<file path="config.mk">
export PLATFORM = sky130hd
export DESIGN_NAME = forwarding_hazard_ctrl_flat
export DESIGN_NICKNAME = d
export VERILOG_FILES = /design/src/rtl/forwarding_hazard_ctrl_if.sv /design/src/rtl/forwarding_hazard_ctrl.sv /design/src/flat_wrapper.sv
export SDC_FILE = /design/constraint.sdc
export NUM_CORES = 1
export LEC_CHECK = 0
export CORE_ASPECT_RATIO = 0.7
export CORE_MARGIN = 2
export CORE_UTILIZATION = 55
export DETAILED_ROUTE_END_ITERATION = 6
export DONT_BUFFER_PORTS = 1
export MAX_ROUTING_LAYER = met4
export PLACE_DENSITY = 0.84
export SKIP_CTS_REPAIR_TIMING = 1
export SLEW_MARGIN = 20
export SYNTH_ARGS = -nofsm -noshare
export SYNTH_HDL_FRONTEND = slang
export SYNTH_SLANG_ARGS = --single-unit
</file>
<file path="constraint.sdc">
create_clock -name CLK -period 1.8 [get_ports CLK]
set_input_delay 0.09 -clock CLK [delete_from_list [all_inputs] [get_ports CLK]]
set_output_delay 0.09 -clock CLK [all_outputs]
set_load 0.02 [all_outputs]
</file>
<file path="src/rtl/forwarding_hazard_ctrl_if.sv">
// Hazard-unit handshake: ID-stage operand/destination info in, forwarding and
// stall/flush controls plus event counters out.
interface forwarding_hazard_ctrl_if #(
    parameter int REG_ADDR_W = 5,
    parameter int CNT_W      = 16
);
    logic                  id_valid;
    logic [REG_ADDR_W-1:0] id_rs1;
    logic [REG_ADDR_W-1:0] id_rs2;
    logic [REG_ADDR_W-1:0] id_rd;
    logic                  id_regwrite;
    logic                  id_memread;
    logic                  ex_flush;
    logic [1:0]            fwd_a;
    logic [1:0]            fwd_b;
    logic                  stall;
    logic                  flush_id;
    logic [CNT_W-1:0]      stall_count;
    logic [CNT_W-1:0]      flush_count;

    modport master (
        output id_valid, id_rs1, id_rs2, id_rd, id_regwrite, id_memread, ex_flush,
        input  fwd_a, fwd_b, stall, flush_id, stall_count, flush_count
    );

    modport slave (
        input  id_valid, id_rs1, id_rs2, id_rd, id_regwrite, id_memread, ex_flush,
        output fwd_a, fwd_b, stall, flush_id, stall_count, flush_count
    );
endinterface

</file>
<file path="src/rtl/forwarding_hazard_ctrl.sv">
// Forwarding / load-use hazard controller for a 5-stage pipeline: tracks the
// EX, MEM and WB pipeline registers and derives mux selects, stall and flush.
module forwarding_hazard_ctrl #(
    parameter int REG_ADDR_W = 5,
    parameter int CNT_W      = 16
) (
    input logic                     CLK,
    input logic                     RESET,
    forwarding_hazard_ctrl_if.slave bus
);
    typedef struct packed {
        logic                  valid;
        logic [REG_ADDR_W-1:0] rd;
        logic [REG_ADDR_W-1:0] rs1;
        logic [REG_ADDR_W-1:0] rs2;
        logic                  regwrite;
        logic                  memread;
    } slot_t;

    localparam logic [1:0]       FWD_RF  = 2'b00;
    localparam logic [1:0]       FWD_MEM = 2'b01;
    localparam logic [1:0]       FWD_WB  = 2'b10;
    localparam logic [CNT_W-1:0] CNT_ONE = {{(CNT_W-1){1'b0}}, 1'b1};
    localparam logic [CNT_W-1:0] CNT_MAX = {CNT_W{1'b1}};

    slot_t            ex_q, ex_d;
    slot_t            mem_q, mem_d;
    slot_t            wb_q, wb_d;
    logic [CNT_W-1:0] stall_cnt_q, stall_cnt_d;
    logic [CNT_W-1:0] flush_cnt_q, flush_cnt_d;

    logic             stall_raw;
    slot_t            id_slot;

    // A load in MEM has no data yet, so it falls through to the WB check.
    function automatic logic [1:0] fwd_sel(input logic [REG_ADDR_W-1:0] src,
                                           input slot_t ex, input slot_t mem,
                                           input slot_t wb);
        logic [1:0] sel;
        sel = FWD_RF;
        if (ex.valid) begin
            if (mem.valid && mem.regwrite && !mem.memread &&
                (mem.rd != '0) && (mem.rd == src))
                sel = FWD_MEM;
            else if (wb.valid && wb.regwrite && (wb.rd != '0) && (wb.rd == src))
                sel = FWD_WB;
        end
        return sel;
    endfunction

    always_comb begin
        stall_raw = ex_q.valid && ex_q.memread && (ex_q.rd != '0) && bus.id_valid &&
                    ((bus.id_rs1 == ex_q.rd) || (bus.id_rs2 == ex_q.rd)) &&
                    !bus.ex_flush;

        id_slot          = '0;
        id_slot.valid    = bus.id_valid;
        id_slot.rd       = bus.id_rd;
        id_slot.rs1      = bus.id_rs1;
        id_slot.rs2      = bus.id_rs2;
        id_slot.regwrite = bus.id_regwrite;
        id_slot.memread  = bus.id_memread;

        // Older instructions always advance; only the ID entry can be replaced.
        wb_d  = mem_q;
        mem_d = ex_q;
        ex_d  = (stall_raw || bus.ex_flush) ? slot_t'('0) : id_slot;

        stall_cnt_d = stall_cnt_q;
        if (stall_raw && (stall_cnt_q != CNT_MAX))
            stall_cnt_d = stall_cnt_q + CNT_ONE;

        flush_cnt_d = flush_cnt_q;
        if (bus.ex_flush && (flush_cnt_q != CNT_MAX))
            flush_cnt_d = flush_cnt_q + CNT_ONE;
    end

    always_ff @(posedge CLK) begin
        if (RESET) begin
            ex_q        <= '0;
            mem_q       <= '0;
            wb_q        <= '0;
            stall_cnt_q <= '0;
            flush_cnt_q <= '0;
        end else begin
            ex_q        <= ex_d;
            mem_q       <= mem_d;
            wb_q        <= wb_d;
            stall_cnt_q <= stall_cnt_d;
            flush_cnt_q <= flush_cnt_d;
        end
    end

    // Controls are forced quiet while reset is held, whatever the slots contain.
    assign bus.stall       = stall_raw && !RESET;
    assign bus.flush_id    = bus.ex_flush && !RESET;
    assign bus.fwd_a       = RESET ? FWD_RF : fwd_sel(ex_q.rs1, ex_q, mem_q, wb_q);
    assign bus.fwd_b       = RESET ? FWD_RF : fwd_sel(ex_q.rs2, ex_q, mem_q, wb_q);
    assign bus.stall_count = stall_cnt_q;
    assign bus.flush_count = flush_cnt_q;

endmodule

</file>
<file path="src/flat_wrapper.sv">
// flat-port wrapper written by rule: the top's interface ports become plain ports
module forwarding_hazard_ctrl_flat 
#(
    parameter int REG_ADDR_W = 5,
    parameter int CNT_W      = 16
)
  (CLK, RESET, bus_id_valid, bus_id_rs1, bus_id_rs2, bus_id_rd, bus_id_regwrite, bus_id_memread, bus_ex_flush, bus_fwd_a, bus_fwd_b, bus_stall, bus_flush_id, bus_stall_count, bus_flush_count);
  forwarding_hazard_ctrl_if #(.REG_ADDR_W(REG_ADDR_W), .CNT_W(CNT_W)) bus_i ();
  input logic CLK;
  input logic RESET;
  input wire logic [$bits(bus_i.id_valid)-1:0] bus_id_valid;
  input wire logic [$bits(bus_i.id_rs1)-1:0] bus_id_rs1;
  input wire logic [$bits(bus_i.id_rs2)-1:0] bus_id_rs2;
  input wire logic [$bits(bus_i.id_rd)-1:0] bus_id_rd;
  input wire logic [$bits(bus_i.id_regwrite)-1:0] bus_id_regwrite;
  input wire logic [$bits(bus_i.id_memread)-1:0] bus_id_memread;
  input wire logic [$bits(bus_i.ex_flush)-1:0] bus_ex_flush;
  output wire logic [$bits(bus_i.fwd_a)-1:0] bus_fwd_a;
  output wire logic [$bits(bus_i.fwd_b)-1:0] bus_fwd_b;
  output wire logic [$bits(bus_i.stall)-1:0] bus_stall;
  output wire logic [$bits(bus_i.flush_id)-1:0] bus_flush_id;
  output wire logic [$bits(bus_i.stall_count)-1:0] bus_stall_count;
  output wire logic [$bits(bus_i.flush_count)-1:0] bus_flush_count;
  assign bus_i.id_valid = bus_id_valid;
  assign bus_i.id_rs1 = bus_id_rs1;
  assign bus_i.id_rs2 = bus_id_rs2;
  assign bus_i.id_rd = bus_id_rd;
  assign bus_i.id_regwrite = bus_id_regwrite;
  assign bus_i.id_memread = bus_id_memread;
  assign bus_i.ex_flush = bus_ex_flush;
  assign bus_fwd_a = bus_i.fwd_a;
  assign bus_fwd_b = bus_i.fwd_b;
  assign bus_stall = bus_i.stall;
  assign bus_flush_id = bus_i.flush_id;
  assign bus_stall_count = bus_i.stall_count;
  assign bus_flush_count = bus_i.flush_count;
  forwarding_hazard_ctrl #(.REG_ADDR_W(REG_ADDR_W), .CNT_W(CNT_W)) u_core (.CLK(CLK), .RESET(RESET), .bus(bus_i));
endmodule
</file>
==> results.yml <==
sta:
  finalWorstSetupSlack_ns: -0.234
  timing.max_slew.rel_slack_pct: 67.0
  timing.final.hold_violations: 5
  drv_slew: 0
  fin_worst_hold_slack_ns: -0.0301
  worst_pin_slew_ns: 0.493
  setup_viol: 19
  rsz0062_at_grt: "yes"
  timing.fmax_mhz: 492
  min_period_over_period_pct: 113
  finalCriticalPeriod_ns: 2.03
  final.setup_skew_ns: 0.0175
synth:
  synth-seq-cells: 65
  synthAdderAreaFrac_pct: 0.816
  postSynthAreaPerCell_um2: 9.30
  mappedNetlistNets: 353
  yosys_warnings: 0
  ys_types: 47
  synth_xor_xnor_area_share_pct: 11.4
  synthDominantAreaCellType: "sky130_fd_sc_hd__dfxtp_1"
  dominant_combinational_cell_family_by_area_after_synthesis: "simple AND/OR/NAND/NOR gates"
  synthDominantCellAreaShare_pct: 42.4
  post_synth_main_area_contributors: "sky130_fd_sc_hd__dfxtp_1, sky130_fd_sc_hd__xor2_1, sky130_fd_sc_hd__xnor2_1"
  gate_count_after_technology_mapping: 330
  synthSimpleGateAreaFrac_pct: 31.6
  synth.cell_area_um2: 3070
  post_synth_edffs: 0
  synthMuxAreaShare_pct: 2.65
  synth_commonest_cells: "sky130_fd_sc_hd__dfxtp_1, sky130_fd_sc_hd__nor2_1, sky130_fd_sc_hd__xor2_1, sky130_fd_sc_hd__nor2b_1, sky130_fd_sc_hd__and2_1"
  synth_flop_cell: "sky130_fd_sc_hd__dfxtp_1"
  synth_compound_area_share_pct: 8.44
  synth_async_sr_flop_share_pct: 0
  synthMostInstantiatedCell: "sky130_fd_sc_hd__dfxtp_1"
  synth_sequential_area_ratio_pct: 42.4
route:
  antenna_violating_nets_post_route: 0
  detail_route.iter0.violations: 261
  post_drt_via_cell_ratio: 6.21
  drt-total-wl_mm: 10.1
  detail_route.first_pass.iterations: 5
  via_count: 3001
  detail_route.wl_per_cell_um: 20.9
  drt_drc_violations_left: 0
pwr:
  power.ir.vdd_worst_mv: 0.530
  total_leakage_power_nw: 1.69
  power.density_cell_area_nw_per_um2: 712
cts:
  tritoncts: "built"
  numCtsBuffers: 9
  max-clock-path-buffers: 2
  clkTransAtPathRegs_ns: 0.07
  clk-insertion-delay-late_ns: 0.36
  cts_sinks: 65
  cts_root_buffer: "sky130_fd_sc_hd__clkbuf_8"
  htree_num_levels: 3
final_layout:
  final_layout_size_suffix_gt1_share_pct: 34.5
  finalInstanceArea_um2: 4270
  design.final.nets: 430
  flow.area_growth_from_synthesis_pct: 39.2
  layout.core_utilization_pct: 80.4
  insertedDiodeCount: 0
die:
  core-area_um2: 5310
  die-area_um2: 6200
  die-height_um: 66.5
  die_w_um: 93.3
  std_cell_rows: 22
  initial_util_pct: 57.7
  boundaryPins: 59
global_routing:
  largest_net_degree_at_the_start_of_global_routing: 58
  grt_pass1_vias: 2455
  antenna_violations_before_repair: 0
  grt_util_all_layers_pct: 25.6
  global_route_wire_length_before_repair_mm: 11.9
  globalRouteOverflowTotal: 0
critical_path:
  timing.critical_path.arrival_ns: 1.94
  crit_path_max_fanout: 6
  setup.worst_path.class: "reg2out"
  cp-start-kind: "flop"
  end_kind: "output pin"
  worst_ep_required_time_ns: 1.71
run_status:
  status: "complete, but fails checks"
  violations_in_the_final_reports: "negative hold slack, negative setup slack"
placed_design:
  place_area_um2: 3460
  detailed_place_hpwl_mm: 5.31
  port-buffer-count: 0
  routabilityCongestion: 0.878
min_path:
  hold_path.class: "in2reg"
job:
  cap_viol_max_count: 0
[cell families after synthesis]
group,count (synthesis)
simple gates,165
flops,65
xor+xnor,40
compound gates,38
buf+inv,14
mux,6
fa+ha+maj,2
[cell type report]
cell class / instances / area, um2
multi-input cells: 251 / 1930
inverters: 3 / 11.3
repair buffers: 77 / 702
fillers: 288 / 1040
clock buffers: 10 / 149
well taps: 72 / 90.1
flip-flops and latches: 65 / 1340
clock inverters: 5 / 53.8
[critical path, stage by stage, from the launching register on]
cell and delay, ns:
sky130_fd_sc_hd__dfxtp_2 0.36, sky130_fd_sc_hd__xor2_1 0.20, sky130_fd_sc_hd__nor3_2 0.28, sky130_fd_sc_hd__a22oi_2 0.16, sky130_fd_sc_hd__buf_12 0.17, sky130_fd_sc_hd__nor4_4 0.24
sky130_fd_sc_hd__buf_4 0.18
[cells in the final DEF (no fill, tap or decap), types with 12 or more instances in the layout]
master / Yosys / routed
sky130_fd_sc_hd__dlygate4sd3_1: 0 / 20
sky130_fd_sc_hd__nand4_1: 12 / 12
sky130_fd_sc_hd__xor2_1: 24 / 22
sky130_fd_sc_hd__xnor2_1: 16 / 16
sky130_fd_sc_hd__dfxtp_1: 65 / 44
sky130_fd_sc_hd__nor2_1: 28 / 28
sky130_fd_sc_hd__buf_4: 1 / 48
sky130_fd_sc_hd__nand3_1: 14 / 13
sky130_fd_sc_hd__and2_1: 18 / 18
sky130_fd_sc_hd__dfxtp_2: 0 / 16
sky130_fd_sc_hd__nor2b_1: 20 / 20
sky130_fd_sc_hd__nand2_1: 17 / 17
[layer usage]
metal / global-route usage [%] / vias to the layer above / routed length, um
met1: 32.3 / 1450 / 3990
met2: 39.9 / 177 / 4920
met3: 8.71 / 50 / 769
met5: - / - / 0
li1: - / 1324 / -
met4: 6.62 / 0 / 401
[stage by stage]
stage / setup TNS (ns) / std cells / power, W / hold WS [ns] / setup slack (ns)
after floorplan: -0.00194 / 330 / 0.00164 / 0.212 / -0.00194
after global placement: 0 / 433 / 0.00165 / 0.160 / 0.0406
after detailed placement: -0.189 / 433 / 0.00165 / 0.162 / -0.127
after CTS: -1.06 / 448 / 0.00289 / -0.199 / -0.187
after global routing: -3.39 / 483 / 0.00312 / 0.00676 / -0.277
final: -2.25 / 483 / 0.00304 / -0.0301 / -0.234
[final timing paths]
kind	slack, ns	cells past startpoint	start	to
worst max-delay path	-0.23	6	u_core.ex_q[14]	bus_stall
worst min-delay path	-0.03	2	bus_ex_flush	u_core.bus.flush_count[2]
worst max register to register	-0.22	7	u_core.ex_q[14]	u_core.bus.stall_count[4]
worst min register to register	0.47	1	u_core.mem_q[1]	u_core.wb_q[1]
[power breakdown]
part / switching (W) / total [W] / internal (W)
clock network: 0.000593 / 0.00130 / 0.000711
registers: 0.0000334 / 0.00149 / 0.00146
logic: 0.000122 / 0.000244 / 0.000122
[sequential cells by signal, summed over array words and instances (netlist names)]
| name | cells |
|---|---|
| u_core.mem_q | 8 |
| u_core.bus.flush_count | 16 |
| u_core.bus.stall_count | 16 |
| u_core.ex_q | 18 |
| u_core.wb_q | 7 |
Note: power is estimated with default switching activity, not from simulation.
